--- src/rtl/svc_fb_rd_arbiter_if.sv ---
// One AXI read channel pair (AR + R); master drives AR and rready, slave drives arready and R.
// Used for both requester ports and the shared memory port of svc_fb_rd_arbiter.
interface svc_fb_rd_arbiter_if #(
    parameter int AXI_ADDR_WIDTH = 16,
    parameter int AXI_DATA_WIDTH = 16,
    parameter int AXI_ID_WIDTH   = 4
);
    logic                      arvalid;
    logic                      arready;
    logic [AXI_ADDR_WIDTH-1:0] araddr;
    logic [AXI_ID_WIDTH-1:0]   arid;
    logic [7:0]                arlen;
    logic [2:0]                arsize;
    logic [1:0]                arburst;

    logic                      rvalid;
    logic                      rready;
    logic [AXI_DATA_WIDTH-1:0] rdata;
    logic [AXI_ID_WIDTH-1:0]   rid;
    logic [1:0]                rresp;
    logic                      rlast;

    modport master (
        output arvalid, araddr, arid, arlen, arsize, arburst,
        input  arready,
        input  rvalid, rdata, rid, rresp, rlast,
        output rready
    );

    modport slave (
        input  arvalid, araddr, arid, arlen, arsize, arburst,
        output arready,
        output rvalid, rdata, rid, rresp, rlast,
        input  rready
    );
endinterface

--- src/rtl/svc_fb_rd_arbiter.sv ---
// Two-requester AXI read arbiter sharing one framebuffer read port; s0 (scan-out) has priority,
// s1 is forced after STARVE_LIMIT consecutive s0 wins. One burst in flight, grant held to rlast.
module svc_fb_rd_arbiter #(
    parameter int AXI_ADDR_WIDTH = 16,
    parameter int AXI_DATA_WIDTH = 16,
    parameter int AXI_ID_WIDTH   = 4,
    parameter int STARVE_LIMIT   = 4
) (
    input  logic                       clk,
    input  logic                       rst,
    svc_fb_rd_arbiter_if.slave         s0_axi,
    svc_fb_rd_arbiter_if.slave         s1_axi,
    svc_fb_rd_arbiter_if.master        m_axi,
    output logic                       grant,
    output logic                       busy
);

    localparam logic [7:0] LP_LIMIT = 8'(STARVE_LIMIT);

    typedef enum logic [1:0] {
        ST_IDLE = 2'd0,
        ST_ADDR = 2'd1,
        ST_DATA = 2'd2
    } state_t;

    state_t                    r_state;
    state_t                    w_state_nxt;

    logic                      r_gnt;
    logic [7:0]                r_starve;

    logic                      r_m_arvalid;
    logic [AXI_ADDR_WIDTH-1:0] r_m_araddr;
    logic [AXI_ID_WIDTH-1:0]   r_m_arid;
    logic [7:0]                r_m_arlen;
    logic [2:0]                r_m_arsize;
    logic [1:0]                r_m_arburst;

    logic                      w_pick0;
    logic                      w_pick1;
    logic                      w_accept;
    logic                      w_s0_arready;
    logic                      w_s1_arready;
    logic                      w_m_rready;
    logic                      w_s0_rvalid;
    logic                      w_s1_rvalid;

    logic [AXI_ADDR_WIDTH-1:0] w_ar_addr;
    logic [AXI_ID_WIDTH-1:0]   w_ar_id;
    logic [7:0]                w_ar_len;
    logic [2:0]                w_ar_size;
    logic [1:0]                w_ar_burst;

    logic [AXI_DATA_WIDTH-1:0] w_rdata;
    logic [AXI_ID_WIDTH-1:0]   w_rid;
    logic [1:0]                w_rresp;
    logic                      w_rlast;

    // Gating with rst keeps both arready outputs low while reset is held.
    always_comb begin
        w_pick1 = !rst && s1_axi.arvalid && (!s0_axi.arvalid || (r_starve >= LP_LIMIT));
        w_pick0 = !rst && s0_axi.arvalid && !w_pick1;
    end

    always_comb begin
        if (w_pick1) begin
            w_ar_addr  = s1_axi.araddr;
            w_ar_id    = s1_axi.arid;
            w_ar_len   = s1_axi.arlen;
            w_ar_size  = s1_axi.arsize;
            w_ar_burst = s1_axi.arburst;
        end else begin
            w_ar_addr  = s0_axi.araddr;
            w_ar_id    = s0_axi.arid;
            w_ar_len   = s0_axi.arlen;
            w_ar_size  = s0_axi.arsize;
            w_ar_burst = s0_axi.arburst;
        end
    end

    always_ff @(posedge clk or posedge rst) begin
        if (rst) begin
            r_state <= ST_IDLE;
        end else begin
            r_state <= w_state_nxt;
        end
    end

    always_comb begin
        w_state_nxt  = r_state;
        w_accept     = 1'b0;
        w_s0_arready = 1'b0;
        w_s1_arready = 1'b0;
        w_m_rready   = 1'b0;
        w_s0_rvalid  = 1'b0;
        w_s1_rvalid  = 1'b0;
        case (r_state)
            ST_IDLE: begin
                w_s0_arready = w_pick0;
                w_s1_arready = w_pick1;
                if (w_pick0 || w_pick1) begin
                    w_accept    = 1'b1;
                    w_state_nxt = ST_ADDR;
                end
            end
            ST_ADDR: begin
                if (m_axi.arready) begin
                    w_state_nxt = ST_DATA;
                end
            end
            ST_DATA: begin
                // Only the owner sees R beats; its rready alone throttles the memory.
                w_m_rready  = r_gnt ? s1_axi.rready : s0_axi.rready;
                w_s0_rvalid = !r_gnt && m_axi.rvalid;
                w_s1_rvalid = r_gnt && m_axi.rvalid;
                if (m_axi.rvalid && w_m_rready && m_axi.rlast) begin
                    w_state_nxt = ST_IDLE;
                end
            end
            default: begin
                w_state_nxt = ST_IDLE;
            end
        endcase
    end

    always_ff @(posedge clk or posedge rst) begin
        if (rst) begin
            r_gnt       <= 1'b0;
            r_starve    <= 8'd0;
            r_m_arvalid <= 1'b0;
            r_m_araddr  <= '0;
            r_m_arid    <= '0;
            r_m_arlen   <= 8'd0;
            r_m_arsize  <= 3'd0;
            r_m_arburst <= 2'd0;
        end else if (w_accept) begin
            r_gnt       <= w_pick1;
            r_m_arvalid <= 1'b1;
            r_m_araddr  <= w_ar_addr;
            r_m_arid    <= w_ar_id;
            r_m_arlen   <= w_ar_len;
            r_m_arsize  <= w_ar_size;
            r_m_arburst <= w_ar_burst;
            if (w_pick1) begin
                r_starve <= 8'd0;
            end else if (s1_axi.arvalid && (r_starve != 8'hFF)) begin
                r_starve <= r_starve + 8'd1;
            end
        end else if ((r_state == ST_ADDR) && m_axi.arready) begin
            r_m_arvalid <= 1'b0;
        end
    end

    assign m_axi.arvalid = r_m_arvalid;
    assign m_axi.araddr  = r_m_araddr;
    assign m_axi.arid    = r_m_arid;
    assign m_axi.arlen   = r_m_arlen;
    assign m_axi.arsize  = r_m_arsize;
    assign m_axi.arburst = r_m_arburst;
    assign m_axi.rready  = w_m_rready;

    assign s0_axi.arready = w_s0_arready;
    assign s1_axi.arready = w_s1_arready;
    assign s0_axi.rvalid  = w_s0_rvalid;
    assign s1_axi.rvalid  = w_s1_rvalid;

    // R payload is broadcast; rvalid alone tells each requester whether the beat is theirs.
    assign w_rdata = m_axi.rdata;
    assign w_rid   = m_axi.rid;
    assign w_rresp = m_axi.rresp;
    assign w_rlast = m_axi.rlast;

    assign s0_axi.rdata = w_rdata;
    assign s0_axi.rid   = w_rid;
    assign s0_axi.rresp = w_rresp;
    assign s0_axi.rlast = w_rlast;
    assign s1_axi.rdata = w_rdata;
    assign s1_axi.rid   = w_rid;
    assign s1_axi.rresp = w_rresp;
    assign s1_axi.rlast = w_rlast;

    assign grant = r_gnt;
    assign busy  = (r_state != ST_IDLE);

endmodule

--- src/flat_wrapper.sv ---
// flat-port wrapper written by rule: the top's interface ports become plain ports
module svc_fb_rd_arbiter_flat 
#(
    parameter int AXI_ADDR_WIDTH = 16,
    parameter int AXI_DATA_WIDTH = 16,
    parameter int AXI_ID_WIDTH   = 4,
    parameter int STARVE_LIMIT   = 4
)
  (clk, rst, grant, busy, s0_axi_arvalid, s0_axi_araddr, s0_axi_arid, s0_axi_arlen, s0_axi_arsize, s0_axi_arburst, s0_axi_arready, s0_axi_rvalid, s0_axi_rdata, s0_axi_rid, s0_axi_rresp, s0_axi_rlast, s0_axi_rready, s1_axi_arvalid, s1_axi_araddr, s1_axi_arid, s1_axi_arlen, s1_axi_arsize, s1_axi_arburst, s1_axi_arready, s1_axi_rvalid, s1_axi_rdata, s1_axi_rid, s1_axi_rresp, s1_axi_rlast, s1_axi_rready, m_axi_arvalid, m_axi_araddr, m_axi_arid, m_axi_arlen, m_axi_arsize, m_axi_arburst, m_axi_arready, m_axi_rvalid, m_axi_rdata, m_axi_rid, m_axi_rresp, m_axi_rlast, m_axi_rready);
  svc_fb_rd_arbiter_if #(.AXI_ADDR_WIDTH(AXI_ADDR_WIDTH), .AXI_DATA_WIDTH(AXI_DATA_WIDTH), .AXI_ID_WIDTH(AXI_ID_WIDTH)) s0_axi_i ();
  svc_fb_rd_arbiter_if #(.AXI_ADDR_WIDTH(AXI_ADDR_WIDTH), .AXI_DATA_WIDTH(AXI_DATA_WIDTH), .AXI_ID_WIDTH(AXI_ID_WIDTH)) s1_axi_i ();
  svc_fb_rd_arbiter_if #(.AXI_ADDR_WIDTH(AXI_ADDR_WIDTH), .AXI_DATA_WIDTH(AXI_DATA_WIDTH), .AXI_ID_WIDTH(AXI_ID_WIDTH)) m_axi_i ();
  input  logic clk;
  input  logic rst;
  output logic grant;
  output logic busy;
  input wire logic [$bits(s0_axi_i.arvalid)-1:0] s0_axi_arvalid;
  input wire logic [$bits(s0_axi_i.araddr)-1:0] s0_axi_araddr;
  input wire logic [$bits(s0_axi_i.arid)-1:0] s0_axi_arid;
  input wire logic [$bits(s0_axi_i.arlen)-1:0] s0_axi_arlen;
  input wire logic [$bits(s0_axi_i.arsize)-1:0] s0_axi_arsize;
  input wire logic [$bits(s0_axi_i.arburst)-1:0] s0_axi_arburst;
  output wire logic [$bits(s0_axi_i.arready)-1:0] s0_axi_arready;
  output wire logic [$bits(s0_axi_i.rvalid)-1:0] s0_axi_rvalid;
  output wire logic [$bits(s0_axi_i.rdata)-1:0] s0_axi_rdata;
  output wire logic [$bits(s0_axi_i.rid)-1:0] s0_axi_rid;
  output wire logic [$bits(s0_axi_i.rresp)-1:0] s0_axi_rresp;
  output wire logic [$bits(s0_axi_i.rlast)-1:0] s0_axi_rlast;
  input wire logic [$bits(s0_axi_i.rready)-1:0] s0_axi_rready;
  input wire logic [$bits(s1_axi_i.arvalid)-1:0] s1_axi_arvalid;
  input wire logic [$bits(s1_axi_i.araddr)-1:0] s1_axi_araddr;
  input wire logic [$bits(s1_axi_i.arid)-1:0] s1_axi_arid;
  input wire logic [$bits(s1_axi_i.arlen)-1:0] s1_axi_arlen;
  input wire logic [$bits(s1_axi_i.arsize)-1:0] s1_axi_arsize;
  input wire logic [$bits(s1_axi_i.arburst)-1:0] s1_axi_arburst;
  output wire logic [$bits(s1_axi_i.arready)-1:0] s1_axi_arready;
  output wire logic [$bits(s1_axi_i.rvalid)-1:0] s1_axi_rvalid;
  output wire logic [$bits(s1_axi_i.rdata)-1:0] s1_axi_rdata;
  output wire logic [$bits(s1_axi_i.rid)-1:0] s1_axi_rid;
  output wire logic [$bits(s1_axi_i.rresp)-1:0] s1_axi_rresp;
  output wire logic [$bits(s1_axi_i.rlast)-1:0] s1_axi_rlast;
  input wire logic [$bits(s1_axi_i.rready)-1:0] s1_axi_rready;
  output wire logic [$bits(m_axi_i.arvalid)-1:0] m_axi_arvalid;
  output wire logic [$bits(m_axi_i.araddr)-1:0] m_axi_araddr;
  output wire logic [$bits(m_axi_i.arid)-1:0] m_axi_arid;
  output wire logic [$bits(m_axi_i.arlen)-1:0] m_axi_arlen;
  output wire logic [$bits(m_axi_i.arsize)-1:0] m_axi_arsize;
  output wire logic [$bits(m_axi_i.arburst)-1:0] m_axi_arburst;
  input wire logic [$bits(m_axi_i.arready)-1:0] m_axi_arready;
  input wire logic [$bits(m_axi_i.rvalid)-1:0] m_axi_rvalid;
  input wire logic [$bits(m_axi_i.rdata)-1:0] m_axi_rdata;
  input wire logic [$bits(m_axi_i.rid)-1:0] m_axi_rid;
  input wire logic [$bits(m_axi_i.rresp)-1:0] m_axi_rresp;
  input wire logic [$bits(m_axi_i.rlast)-1:0] m_axi_rlast;
  output wire logic [$bits(m_axi_i.rready)-1:0] m_axi_rready;
  assign s0_axi_i.arvalid = s0_axi_arvalid;
  assign s0_axi_i.araddr = s0_axi_araddr;
  assign s0_axi_i.arid = s0_axi_arid;
  assign s0_axi_i.arlen = s0_axi_arlen;
  assign s0_axi_i.arsize = s0_axi_arsize;
  assign s0_axi_i.arburst = s0_axi_arburst;
  assign s0_axi_arready = s0_axi_i.arready;
  assign s0_axi_rvalid = s0_axi_i.rvalid;
  assign s0_axi_rdata = s0_axi_i.rdata;
  assign s0_axi_rid = s0_axi_i.rid;
  assign s0_axi_rresp = s0_axi_i.rresp;
  assign s0_axi_rlast = s0_axi_i.rlast;
  assign s0_axi_i.rready = s0_axi_rready;
  assign s1_axi_i.arvalid = s1_axi_arvalid;
  assign s1_axi_i.araddr = s1_axi_araddr;
  assign s1_axi_i.arid = s1_axi_arid;
  assign s1_axi_i.arlen = s1_axi_arlen;
  assign s1_axi_i.arsize = s1_axi_arsize;
  assign s1_axi_i.arburst = s1_axi_arburst;
  assign s1_axi_arready = s1_axi_i.arready;
  assign s1_axi_rvalid = s1_axi_i.rvalid;
  assign s1_axi_rdata = s1_axi_i.rdata;
  assign s1_axi_rid = s1_axi_i.rid;
  assign s1_axi_rresp = s1_axi_i.rresp;
  assign s1_axi_rlast = s1_axi_i.rlast;
  assign s1_axi_i.rready = s1_axi_rready;
  assign m_axi_arvalid = m_axi_i.arvalid;
  assign m_axi_araddr = m_axi_i.araddr;
  assign m_axi_arid = m_axi_i.arid;
  assign m_axi_arlen = m_axi_i.arlen;
  assign m_axi_arsize = m_axi_i.arsize;
  assign m_axi_arburst = m_axi_i.arburst;
  assign m_axi_i.arready = m_axi_arready;
  assign m_axi_i.rvalid = m_axi_rvalid;
  assign m_axi_i.rdata = m_axi_rdata;
  assign m_axi_i.rid = m_axi_rid;
  assign m_axi_i.rresp = m_axi_rresp;
  assign m_axi_i.rlast = m_axi_rlast;
  assign m_axi_rready = m_axi_i.rready;
  svc_fb_rd_arbiter #(.AXI_ADDR_WIDTH(AXI_ADDR_WIDTH), .AXI_DATA_WIDTH(AXI_DATA_WIDTH), .AXI_ID_WIDTH(AXI_ID_WIDTH), .STARVE_LIMIT(STARVE_LIMIT)) u_core (.clk(clk), .rst(rst), .s0_axi(s0_axi_i), .s1_axi(s1_axi_i), .m_axi(m_axi_i), .grant(grant), .busy(busy));
endmodule
--- config.mk ---
export PLATFORM = sky130hd
export DESIGN_NAME = svc_fb_rd_arbiter_flat
export DESIGN_NICKNAME = d
export VERILOG_FILES = /design/src/rtl/svc_fb_rd_arbiter_if.sv /design/src/rtl/svc_fb_rd_arbiter.sv /design/src/flat_wrapper.sv
export SDC_FILE = /design/constraint.sdc
export NUM_CORES = 1
export LEC_CHECK = 0
export BUFFER_PORTS_ARGS = -buffer_cell sky130_fd_sc_hd__buf_2
export CAP_MARGIN = 0
export CORE_MARGIN = 8
export CORE_UTILIZATION = 42
export CTS_BUF_LIST = sky130_fd_sc_hd__clkbuf_4 sky130_fd_sc_hd__clkbuf_8
export CTS_CLUSTER_SIZE = 24
export DETAILED_ROUTE_END_ITERATION = 10
export PLACE_DENSITY = 0.8
export SLEW_MARGIN = 20
export SYNTH_ARGS = -nofsm -noshare
export SYNTH_HDL_FRONTEND = slang
export SYNTH_SLANG_ARGS = --single-unit
--- constraint.sdc ---
create_clock -name clk -period 2.15 [get_ports clk]
set_clock_uncertainty 0.05 [all_clocks]
set_input_delay 0.1075 -clock clk [delete_from_list [all_inputs] [get_ports clk]]
set_output_delay 0.1075 -clock clk [all_outputs]
set_load 0.01 [all_outputs]
Word level (Yosys, flattened, before mapping)
Cells that the tools add are included.
{"block": "word_totals", "register_bits": 45, "input_bits": 97, "out_inout_bits": 87}
{"block": "op_classes", "addsub": 1, "reduce_logical": 22, "eq_ne": 6, "n_mux": 21, "n_lt_le_gt_ge": 1}
{"op": "8-bit two-way mux", "n": 3}
{"op": "16-bit two-way mux", "n": 1}
{"op": "1-bit logical AND", "n": 10}
{"op": "1-bit two-way mux", "n": 10}
{"op": "8-bit by 1-bit adder with 8-bit output, second input constant", "n": 1}
{"op": "8-bit by 3-bit greater-or-equal comparator with 1-bit output, second input constant", "n": 1}
{"op": "2-bit two-way mux", "n": 4}
{"op": "8-bit inequality test, second input constant", "n": 1}
{"op": "2-bit one-hot mux with 3 select lines", "n": 1}
{"op": "2-bit nonzero test", "n": 3}
{"op": "1-bit logical NOT", "n": 4}
{"op": "4-bit two-way mux", "n": 1}
{"op": "2-bit by 1-bit inequality test with 1-bit output, second input constant", "n": 2}
{"op": "3-bit two-way mux", "n": 1}
{"op": "3-bit AND reduction", "n": 1}
{"op": "2-bit by 1-bit == test with 1-bit output, second input constant", "n": 1}
{"op": "2-bit == test, second input constant", "n": 1}
{"op": "2-bit logical NOT", "n": 1}
{"op": "1-bit logical OR", "n": 2}
{"op": "2-bit inequality test, second input constant", "n": 1}
{"op": "2-bit AND reduction", "n": 1}

Depth between registers and ports, before layout
Gate-level depths: netlist of the first run.
{"block": "depth", "depth_word": 9, "ltp_mapped": 6, "ltp_nobuf": 5}

Worst setup path after synthesis of the first run
OpenSTA, ideal clock, no wires.
{"block": "synth_path", "path_type": "input to register", "start": "input rst", "end": "register u_core.r_m_araddr[0], in the netlist u_core.m_axi.araddr[0]", "setup_ps": 123, "slack_ps": -4, "t_arrival_ps": 1981, "path_stages": 6, "t_required_ps": 1977, "cell_sequence": "inv_1 > nand3_1 > a21o_1 > buf_6 > buf_8 > o221a_1"}
{"block": "synth_via", "elab_chain_len": 8}
{"item": "from (decl)", "line_no": "flat_wrapper.sv:14", "text": "input logic rst;"}
{"item": "1-bit logical NOT *", "line_no": "svc_fb_rd_arbiter.sv:61, svc_fb_rd_arbiter.sv:62"}
{"item": "1-bit logical AND (2 in series)", "line_no": "svc_fb_rd_arbiter.sv:61", "text": "w_pick1 = !rst && s1_axi.arvalid && (!s0_axi.arvalid || (r_starve >= LP_LIMIT));"}
{"item": "1-bit logical NOT", "line_no": "svc_fb_rd_arbiter.sv:62", "text": "w_pick0 = !rst && s0_axi.arvalid && !w_pick1;"}
{"item": "1-bit logical AND", "line_no": "svc_fb_rd_arbiter.sv:62"}
{"item": "1-bit logical OR", "line_no": "svc_fb_rd_arbiter.sv:101", "text": "if (w_pick0 || w_pick1) begin"}
{"item": "1-bit two-way mux", "line_no": "svc_fb_rd_arbiter.sv:101"}
{"item": "1-bit two-way mux", "line_no": "svc_fb_rd_arbiter.sv:97", "text": "case (r_state)"}
{"item": "to (signal assigned)", "line_no": "svc_fb_rd_arbiter.sv:139", "text": "r_m_araddr <= w_ar_addr;"}
{"item": "to (decl)", "line_no": "svc_fb_rd_arbiter.sv:33", "text": "logic [AXI_ADDR_WIDTH-1:0] r_m_araddr;"}
Every way passes the cells marked *; elsewhere a longest branch is shown, timed or not.
A chain may end at the register's enable or synchronous reset.

Worst setup path in the final report of the first run
{"block": "layout_path", "start": "register u_core.r_starve[6]", "end": "output s0_axi_arready"}
{"block": "layout_via", "elab_chain_len": 6}
{"item": "from (decl)", "line_no": "svc_fb_rd_arbiter.sv:30", "text": "logic [7:0] r_starve;"}
{"item": "from (signal assigned)", "line_no": "svc_fb_rd_arbiter.sv:147", "text": "r_starve <= r_starve + 8'd1;"}
{"item": "8-bit by 3-bit greater-or-equal comparator with 1-bit output", "line_no": "svc_fb_rd_arbiter.sv:61"}
{"item": "1-bit logical OR", "line_no": "svc_fb_rd_arbiter.sv:61"}
{"item": "1-bit logical AND", "line_no": "svc_fb_rd_arbiter.sv:61"}
{"item": "1-bit logical NOT", "line_no": "svc_fb_rd_arbiter.sv:62"}
{"item": "1-bit logical AND", "line_no": "svc_fb_rd_arbiter.sv:62"}
{"item": "1-bit two-way mux", "line_no": "svc_fb_rd_arbiter.sv:97"}
{"item": "to (decl)", "line_no": "flat_wrapper.sv:23", "text": "output wire logic [$bits(s0_axi_i.arready)-1:0] s0_axi_arready;"}
No other way between the ends.

==> results of run 1 <==
-- synth_stat cells, drive strengths merged --
cell and count:
and2 2, nand3 2, nand3b 1, nor2b 2, nor2 39, or2 1
clkbuf 8, inv 6, o211ai 1, o21bai 1, o211a 1, or4b 2
nand4 1, o21ai 2, nand2 41, a21oi 3, dfrtp 45, or3 1
mux2i 1, ha 2, buf 52, o2111ai 1, a221oi 1, a41oi 2
nor4b 1, xor2 1, and3 3, a21o 1, o221a 33, a32o 1
-- what timing repair did --
action                     CTS  global route
pin swaps                    1             4
hold buffers                 2             0
gates resized for setup      2             6
hold endpoints to repair    23             0
gates cloned                 0             1
setup buffers                3             3
setup endpoints to repair    1            18
-- power by group --
group | switching [W] | internal, W | leakage (nW)
Clock | 0.000274 | 0.000392 | 0.0619
Sequential | 0.000220 | 0.00119 | 0.513
Combinational | 0.000797 | 0.000824 | 0.967
-- final cells by class --
| cell class | count | share of cell area (%) |
|---|---|---|
| Clock buffer | 7 | 2.89 |
| Clock inverter | 1 | 0.962 |
| Inverter | 6 | 1.00 |
| Multi-Input combinational cell | 147 | 30.9 |
| Sequential cell | 45 | 36.1 |
| Tap cell | 75 | 3.01 |
| Timing Repair Buffer | 135 | 25.2 |
-- flip-flops by register name (all words and copies together), names as in the netlist --
signal and cells:
u_core.m_axi.arlen 8, u_core.m_axi.arsize 3, u_core.m_axi.arid 4, u_core.grant 1
u_core.r_starve 8, u_core.m_axi.arburst 2, u_core.r_state 2, u_core.m_axi.arvalid 1
u_core.m_axi.araddr 16
-- layer usage --
layer / part of all wire, % / global-route usage (%)
met5: 0 / 0
met4: 0.92 / 4.89
met2: 50 / 24.3
met1: 41 / 17.9
met3: 7.8 / 4.80
-- kinds of logic after synthesis --
| logic type | synth area share (%) |
|---|---|
| simple gates | 16.8 |
| flops | 44.4 |
| xor+xnor | 0.345 |
| compound gates | 18.8 |
| buf+inv | 18.3 |
| mux | 0.394 |
| fa+ha+maj | 0.986 |
-- worst min-delay path by stage --
| stage | from | endpoint | cells past startpoint |
|---|---|---|---|
| floorplan | rst | u_core.grant | 1 |
| global placement | m_axi_rdata[0] | s0_axi_rdata[0] | 0 |
| detailed placement | m_axi_rdata[0] | s0_axi_rdata[0] | 0 |
| CTS | s1_axi_araddr[7] | u_core.m_axi.araddr[7] | 2 |
| global route | s1_axi_araddr[7] | u_core.m_axi.araddr[7] | 2 |
| finish | s1_axi_araddr[11] | u_core.m_axi.araddr[11] | 2 |
-- per-stage QoR --
stage	cell area [um2]	setup slack, ps
2_1_floorplan	2540	178
3_5_place_dp	2890	121
5_1_grt	3120	-34.2
4_1_cts	3060	5.76
3_3_place_gp	2890	150
6_report	3120	42.6
==> flow_metrics.py, run 1 <==
metrics = {
    "sta": {
        "setup_violations": 0,
        "drv_slew": 0,
        "worst_hold_slack_ps": 23.4,
        "final_hold_viol_count": 0,
        "min_period_ps": 2110,
        "fin_tns_setup_ps": 0,
        "rsz0062_at_grt": "true",
        "maxSlewHeadroom_pct": 78.8,
        "post-route-period-util_pct": 98.0,
        "worst_pin_slew_ps": 318,
        "max_freq_mhz": 475,
    },
    "floorplanning": {
        "initial_utilization_pct": 43.1,
        "die_area_mm2": 0.00878,
        "ioPinCount": 184,
        "row_count": 28,
        "core-area_mm2": 0.00589,
        "die_w_um": 93.7,
        "die_h_um": 93.7,
    },
    "routing": {
        "postRouteAntennaNets": 0,
        "dr.pass1.iters": 4,
        "wl_um": 6850,
        "routed_via_density": 5.06,
        "vias": 2106,
        "avgRoutedWirePerCell_um": 16.5,
        "remaining_drc_errors": 0,
        "dr.first_iter.drc_count": 104,
    },
    "layout": {
        "seqCellArea_mm2": 0.00113,
        "diodes": 0,
        "most-common-layout-cells": "116 x buf_2, 44 x dfrtp_1, 41 x nand2_1",
        "drive_above_1_share_pct": 45.5,
        "areaGrowthSynthToFinish_pct": 23.0,
        "fillerInstances": 546,
        "stdcell_count": 416,
        "post-route-util_pct": 53.0,
        "final_nets": 439,
        "final_common_cell": "buf_2",
        "multiInputGateArea_um2": 963,
    },
    "logic_synthesis": {
        "syn_inst": 258,
        "synth.area.top_cells": "dfrtp_1 44%, buf_4 14%, o221a_1 13%",
        "synth_fp_nets": 357,
        "yosys_register_bits": 45,
        "synth_cell_type_count": 37,
        "synth_top_area_share_pct": 44.4,
        "synth_top_area_cell": "dfrtp_1",
        "syn_area_mm2": 0.00254,
        "ys_warn_count": 0,
        "syn_avg_cell_area_um2": 9.84,
        "ys_seq_area_share_pct": 44.4,
    },
    "critical_path": {
        "worstSetupStartpoint": "u_core.r_starve[6]",
        "required_ps": 1990,
        "worstPathMaxFanout": 3,
        "crit_type": "reg -> out",
        "crit_path_end": "s0_axi_arready",
        "arrival_ps": 1950,
        "worst-path-buf-inv": 3,
        "r2r_end": "u_core.m_axi.arlen[1]",
        "start_kind": "flop",
        "cp.depth": 6,
        "crit_path_top_delay_cell": "or4b_4",
        "critical_path.top_delay_family": "simple AND/OR/NAND/NOR gates",
        "cp-end-kind": "primary output",
        "crit_chain": "or4b_4 -> or2_1 -> a21o_1 -> buf_8 -> inv_4 -> buf_6",
        "regToRegStartpoint": "u_core.r_starve[6]",
        "rrSetupSlack_ps": 50,
        "r2r_cells": 6,
        "slowest_delay_ps": 580,
    },
    "clock_network": {
        "ctsLongestPathBuffers": 2,
        "path_clk_slew_ps": 90,
        "root_buffer": "clkbuf_8",
        "cts.sink_count": 45,
        "numCtsBuffers": 5,
        "h-tree-depth": 2,
        "clock_latency_ps": 290,
        "cts_tree": "built",
    },
    "global_routing": {
        "antenna_found_initial": 0,
        "grt_pass1_wl_um": 10500,
        "grt_pass1_vias": 2214,
        "grt_max_degree": 40,
        "grt_use_total_pct": 14.8,
        "gr-total-overflow": 0,
    },
    "status": {
        "status": "completed",
    },
    "power": {
        "power_w": 0.00370,
        "ir_drop_uv": 485,
        "leakage_nw": 1.54,
        "p_per_area_mw_per_mm2": 1180,
    },
    "place": {
        "dpl.cell_count": 399,
        "portBuffers": 117,
        "gp_congestion": 0.783,
        "dp_hpwl_um": 5030,
    },
    "flow_run": {
        "maxCapViolations": 0,
    },
    "hold_path": {
        "hp-class": "in -> reg",
    },
}
No activity file was read; power rests on OpenSTA's default activity.
==> run 2, diff against run 1 <==
--- a/config.mk
+++ b/config.mk
@@ -7,12 +7,14 @@
 export LEC_CHECK = 0
 export BUFFER_PORTS_ARGS = -buffer_cell sky130_fd_sc_hd__buf_2
 export CAP_MARGIN = 0
+export CELL_PAD_IN_SITES_DETAIL_PLACEMENT = 0
+export CELL_PAD_IN_SITES_GLOBAL_PLACEMENT = 2
 export CORE_MARGIN = 8
-export CORE_UTILIZATION = 42
+export CORE_UTILIZATION = 22
 export CTS_BUF_LIST = sky130_fd_sc_hd__clkbuf_4 sky130_fd_sc_hd__clkbuf_8
 export CTS_CLUSTER_SIZE = 24
 export DETAILED_ROUTE_END_ITERATION = 10
-export PLACE_DENSITY = 0.8
+export PLACE_DENSITY = 0.78
 export SLEW_MARGIN = 20
 export SYNTH_ARGS = -nofsm -noshare
 export SYNTH_HDL_FRONTEND = slang
==> flow_metrics.py, run 2 (synthesized netlist as in run 1, its figures left out) <==
metrics = {
    "status": {
        "violations": "setup timing",
        "status": "complete, but fails checks",
    },
    "sta": {
        "worst_hold_slack_ps": 9.99,
        "post-route-period-util_pct": 100,
        "max_freq_mhz": 464,
        "setup_ws_ps": -4.99,
        "setup_violations": 1,
        "drv_slew": 0,
        "final_hold_viol_count": 0,
        "worst_pin_slew_ps": 667,
        "rsz0062_at_grt": "true",
        "maxSlewHeadroom_pct": 55.4,
        "min_period_ps": 2150,
    },
    "routing": {
        "postRouteAntennaNets": 0,
        "dr.first_iter.drc_count": 73,
        "remaining_drc_errors": 0,
        "vias": 2158,
        "avgRoutedWirePerCell_um": 16.4,
        "routed_via_density": 4.38,
        "dr.pass1.iters": 4,
        "wl_um": 8100,
    },
    "hold_path": {
        "hp-class": "in -> reg",
    },
    "layout": {
        "fillerInstances": 1212,
        "final_common_cell": "buf_2",
        "areaGrowthSynthToFinish_pct": 31.1,
        "diodes": 0,
        "drive_above_1_share_pct": 45.7,
        "largest_reg_flops": 16,
        "most-common-layout-cells": "115 x buf_2, 44 x dfrtp_1, 41 x nand2_1",
        "fin_area_mm2": 0.00333,
        "final_nets": 448,
    },
    "critical_path": {
        "start_kind": "flop",
        "critical_path.top_delay_family": "simple AND/OR/NAND/NOR gates",
        "crit_path_top_delay_cell": "or4b_4",
        "cp-end-kind": "flop",
        "crit_type": "reg -> reg",
        "required_ps": 2300,
        "worstPathMaxFanout": 10,
        "worst-path-buf-inv": 2,
        "arrival_ps": 2300,
        "slowest_delay_ps": 560,
        "crit_chain": "or4b_4 -> or2_1 -> a21o_4 -> buf_12 -> buf_4 -> o221a_2",
    },
    "global_routing": {
        "antenna_found_initial": 0,
        "grt_max_degree": 39,
        "gr-total-overflow": 0,
        "grt_use_total_pct": 10.8,
        "grt_pass1_wl_um": 12900,
        "grt_pass1_vias": 2458,
    },
    "power": {
        "switching_share_pct": 36.3,
        "switchingPower_w": 0.00134,
        "p_per_area_mw_per_mm2": 1110,
        "combPwrFrac_pct": 45.7,
        "leakage_nw": 1.61,
        "seqPwrFrac_pct": 38.2,
        "ir_drop_uv": 398,
        "clkPwrFrac_pct": 16.1,
        "internal_power_w": 0.00235,
    },
    "clock_network": {
        "numCtsBuffers": 5,
        "root_buffer": "clkbuf_8",
        "cts_tree": "built",
        "ctsLongestPathBuffers": 2,
        "clock_latency_ps": 300,
        "cts.sink_count": 45,
        "path_clk_slew_ps": 90,
        "h-tree-depth": 2,
    },
    "floorplanning": {
        "die_w_um": 123,
        "die_h_um": 123,
        "initial_utilization_pct": 22.4,
        "die_area_mm2": 0.0152,
        "ioPinCount": 184,
        "core-area_mm2": 0.0113,
        "row_count": 39,
    },
    "place": {
        "dp_hpwl_um": 5720,
        "place_area_mm2": 0.00297,
        "gp_congestion": 0.700,
        "portBuffers": 117,
    },
    "flow_run": {
        "maxCapViolations": 0,
    },
}
## run 2: cell count changes in the layout (fill, tap and decap cells not counted), sizes merged
cell | before | now
dlygate4sd3 | 2 | 8
clkbuf | 8 | 7
buf | 132 | 134
bufinv | 1 | 0
bufbuf | 0 | 2
clkinv | 0 | 1
## run 2: final timing paths
kind,end,slack (ps),from,cells past startpoint
worst max-delay path,u_core.m_axi.araddr[14],-5,u_core.r_starve[5],6
worst min register to register,u_core.m_axi.arvalid,460,u_core.m_axi.arvalid,2
worst max register to register,u_core.m_axi.araddr[14],-5,u_core.r_starve[5],6
max in group asynchronous,u_core.r_state[1],530,rst,4
worst min-delay path,u_core.m_axi.araddr[0],10,s1_axi_araddr[0],2
min in group asynchronous,u_core.m_axi.araddr[0],520,rst,4
## run 2: power groups by stage
stage / registers, W / logic [W] / clock network [W]
CTS: 0.00142 / 0.00170 / 0.000627
detailed placement: 0.00143 / 0.00162 / 0
global placement: 0.00142 / 0.00159 / 0
finish: 0.00141 / 0.00169 / 0.000594
floorplan: 0.00156 / 0.000905 / 0
global route: 0.00147 / 0.00189 / 0.000653
## run 2: timing repair
item | 4_1_cts | 5_1_grt
gates resized for setup | 6 | 5
pin swaps | 4 | 3
setup endpoints to repair | 2 | 35
buffers inserted | 6 | 3
cloned | 2 | 0
hold buffers | 7 | 1
endpoints found under the hold margin | 19 | 1
## run 2: metrics by stage
step,cells,util [%],worst slack (ps),TNS [ps],total power [W]
floorplan,258,-,178,0,0.00246
global route,493,29.4,-54.4,-439,0.00401
global placement,466,26.2,100,0,0.00302
CTS,489,28.9,-11.3,-22.2,0.00375
finish,493,29.4,-4.99,-4.99,0.00369
detailed placement,466,26.2,76.7,0,0.00305
## run 2: layout make-up
type / count / area [um2] / area share [%]
sequential: 45 / 1130 / 33.9
timing repair buffer: 144 / 916 / 27.5
tap: 143 / 179 / 5.38
clock inverter: 1 / 5.00 / 0.150
inverter: 6 / 26.3 / 0.790
clock buffer: 7 / 96.3 / 2.90
multi-input combinational: 147 / 976 / 29.3
## run 2: per-layer routing
metal	global-route usage (%)	vias to the layer above	wire (um)
met5	0	-	0
met1	12.6	1004	3340
met3	4.47	31	763
li1	-	1039	-
met4	4.29	0	195
met2	17.3	84	3800
==> run 3, diff against run 2 <==
--- a/config.mk
+++ b/config.mk
@@ -5,16 +5,16 @@
 export SDC_FILE = /design/constraint.sdc
 export NUM_CORES = 1
 export LEC_CHECK = 0
-export BUFFER_PORTS_ARGS = -buffer_cell sky130_fd_sc_hd__buf_2
 export CAP_MARGIN = 0
 export CELL_PAD_IN_SITES_DETAIL_PLACEMENT = 0
 export CELL_PAD_IN_SITES_GLOBAL_PLACEMENT = 2
 export CORE_MARGIN = 8
-export CORE_UTILIZATION = 22
+export CORE_UTILIZATION = 35
 export CTS_BUF_LIST = sky130_fd_sc_hd__clkbuf_4 sky130_fd_sc_hd__clkbuf_8
 export CTS_CLUSTER_SIZE = 24
 export DETAILED_ROUTE_END_ITERATION = 10
-export PLACE_DENSITY = 0.78
+export DONT_BUFFER_PORTS = 1
+export PLACE_DENSITY = 0.79
 export SLEW_MARGIN = 20
 export SYNTH_ARGS = -nofsm -noshare
 export SYNTH_HDL_FRONTEND = slang
==> flow_metrics.py, run 3 (synthesized netlist as in run 1, its figures left out) <==
metrics = {
    "floorplanning": {
        "die_area_mm2": 0.0102,
        "row_count": 31,
        "core-area_mm2": 0.00714,
        "die_w_um": 101,
        "initial_utilization_pct": 35.6,
        "die_h_um": 101,
        "ioPinCount": 184,
    },
    "sta": {
        "max_freq_mhz": 487,
        "setup_violations": 0,
        "fin_tns_setup_ps": 0,
        "maxSlewHeadroom_pct": 61.1,
        "rsz0062_at_grt": "false",
        "post-route-period-util_pct": 95.5,
        "drv_slew": 0,
        "final_hold_viol_count": 0,
        "worst_pin_slew_ps": 584,
        "min_period_ps": 2050,
    },
    "critical_path": {
        "cp-end-kind": "flop",
        "crit_type": "reg -> reg",
        "worst-path-buf-inv": 1,
        "crit_path_top_delay_cell": "or4b_4",
        "arrival_ps": 2190,
        "worstPathMaxFanout": 22,
        "r2r_cells": 5,
        "cp.depth": 5,
        "required_ps": 2280,
        "crit_chain": "or4b_4 -> or2_1 -> a21o_1 -> buf_4 -> o221a_2",
        "start_kind": "flop",
        "critical_path.top_delay_family": "simple AND/OR/NAND/NOR gates",
        "slowest_delay_ps": 570,
        "worstSetupStartpoint": "u_core.r_starve[7]",
        "regToRegStartpoint": "u_core.r_starve[7]",
    },
    "routing": {
        "routed_via_density": 5.02,
        "dr.pass1.iters": 4,
        "remaining_drc_errors": 0,
        "postRouteAntennaNets": 0,
        "dr.first_iter.drc_count": 91,
        "avgRoutedWirePerCell_um": 18.4,
        "wl_um": 7120,
        "vias": 1943,
    },
    "global_routing": {
        "grt_pass1_vias": 2139,
        "grt_use_total_pct": 13.9,
        "gr-total-overflow": 0,
        "antenna_found_initial": 0,
        "grt_max_degree": 47,
        "grt_pass1_wl_um": 11200,
    },
    "place": {
        "dp_hpwl_um": 4650,
        "gp_congestion": 0.726,
        "portBuffers": 0,
    },
    "power": {
        "leakage_nw": 1.33,
        "p_per_area_mw_per_mm2": 1040,
        "ir_drop_uv": 455,
    },
    "layout": {
        "drive_above_1_share_pct": 11.1,
        "largest_reg_flops": 16,
        "post-route-util_pct": 44.2,
        "final_common_cell": "dlygate4sd3_1",
        "diodes": 0,
        "final_nets": 386,
        "areaGrowthSynthToFinish_pct": 24.3,
        "most-common-layout-cells": "71 x dlygate4sd3_1, 45 x dfrtp_1, 41 x nand2_1",
    },
    "clock_network": {
        "ctsLongestPathBuffers": 2,
        "h-tree-depth": 2,
        "cts.sink_count": 45,
        "clock_latency_ps": 290,
        "path_clk_slew_ps": 80,
        "numCtsBuffers": 5,
        "cts_tree": "built",
        "root_buffer": "clkbuf_8",
    },
    "hold_path": {
        "hp-class": "in -> reg",
        "hold_depth": 3,
        "min_from": "s1_axi_arvalid",
    },
    "status": {
        "status": "completed",
    },
    "flow_run": {
        "maxCapViolations": 0,
    },
}
[run 3: cell count changes in the layout (fill, tap and decap cells not counted), moves of 2 or more]
cell           previous run  this run
buf_4                    12         8
bufbuf_16                 2         0
buf_2                   115         0
buf_6                     4         1
clkbuf_4                  0         3
clkbuf_8                  7         5
dlygate4sd3_1             8        71
[run 3: what timing repair did]
| item | in CTS | in global routing |
|---|---|---|
| endpoints found under the setup margin | 1 | 1 |
| buffers inserted | 0 | 2 |
| hold buffers | 71 | 0 |
| gates resized for setup | 1 | 1 |
| endpoints found under the hold margin | 82 | 0 |
| pin swaps | 0 | 2 |
[run 3: stage by stage]
stage	cells	cell area [um2]	total power (W)	hold WS [ps]	setup WS (ps)
floorplan	258	2540	0.00246	80.9	178
global placement	306	2330	0.00263	165	107
detailed placement	306	2330	0.00267	165	76.2
CTS	385	3130	0.00334	19.0	0.455
global route	387	3150	0.00354	43.7	6.31
finish	387	3150	0.00328	38.6	97.3
[run 3: final cells by class]
class	count	area, um2
repair buffers	82	822
flip-flops and latches	45	1130
clock buffers	8	91.3
fillers	679	3980
well taps	99	124
multi-input cells	147	963
inverters	6	26.3
[run 3: tightest hold or removal path, stage by stage]
cell and delay (ps):
o2111ai_1 70, xor2_1 70, nor2_1 90
[run 3: final timing paths]
path | end | slack [ps]
max | u_core.m_axi.arid[1] | 100
min | u_core.r_starve[4] | 40
max reg2reg | u_core.m_axi.arid[1] | 100
min reg2reg | u_core.r_starve[7] | 480
max in group asynchronous | u_core.m_axi.arburst[0] | 1190
min in group asynchronous | u_core.m_axi.arid[2] | 470
[run 3: layer usage]
metal | global-route usage, % | vias to the layer above | wire [um]
li1 | - | 912 | -
met1 | 15.0 | 934 | 2610
met2 | 24.4 | 83 | 3800
met3 | 5.29 | 14 | 626
met4 | 4.81 | 0 | 77
met5 | 0 | - | 0
[run 3: where the power goes]
group	internal, W	leakage [nW]	total [W]	switching [W]
Clock	0.000269	0.0498	0.000537	0.000268
Sequential	0.00119	0.515	0.00163	0.000444
Combinational	0.000609	0.769	0.00111	0.000500
Total	0.00207	1.33	0.00328	0.00121
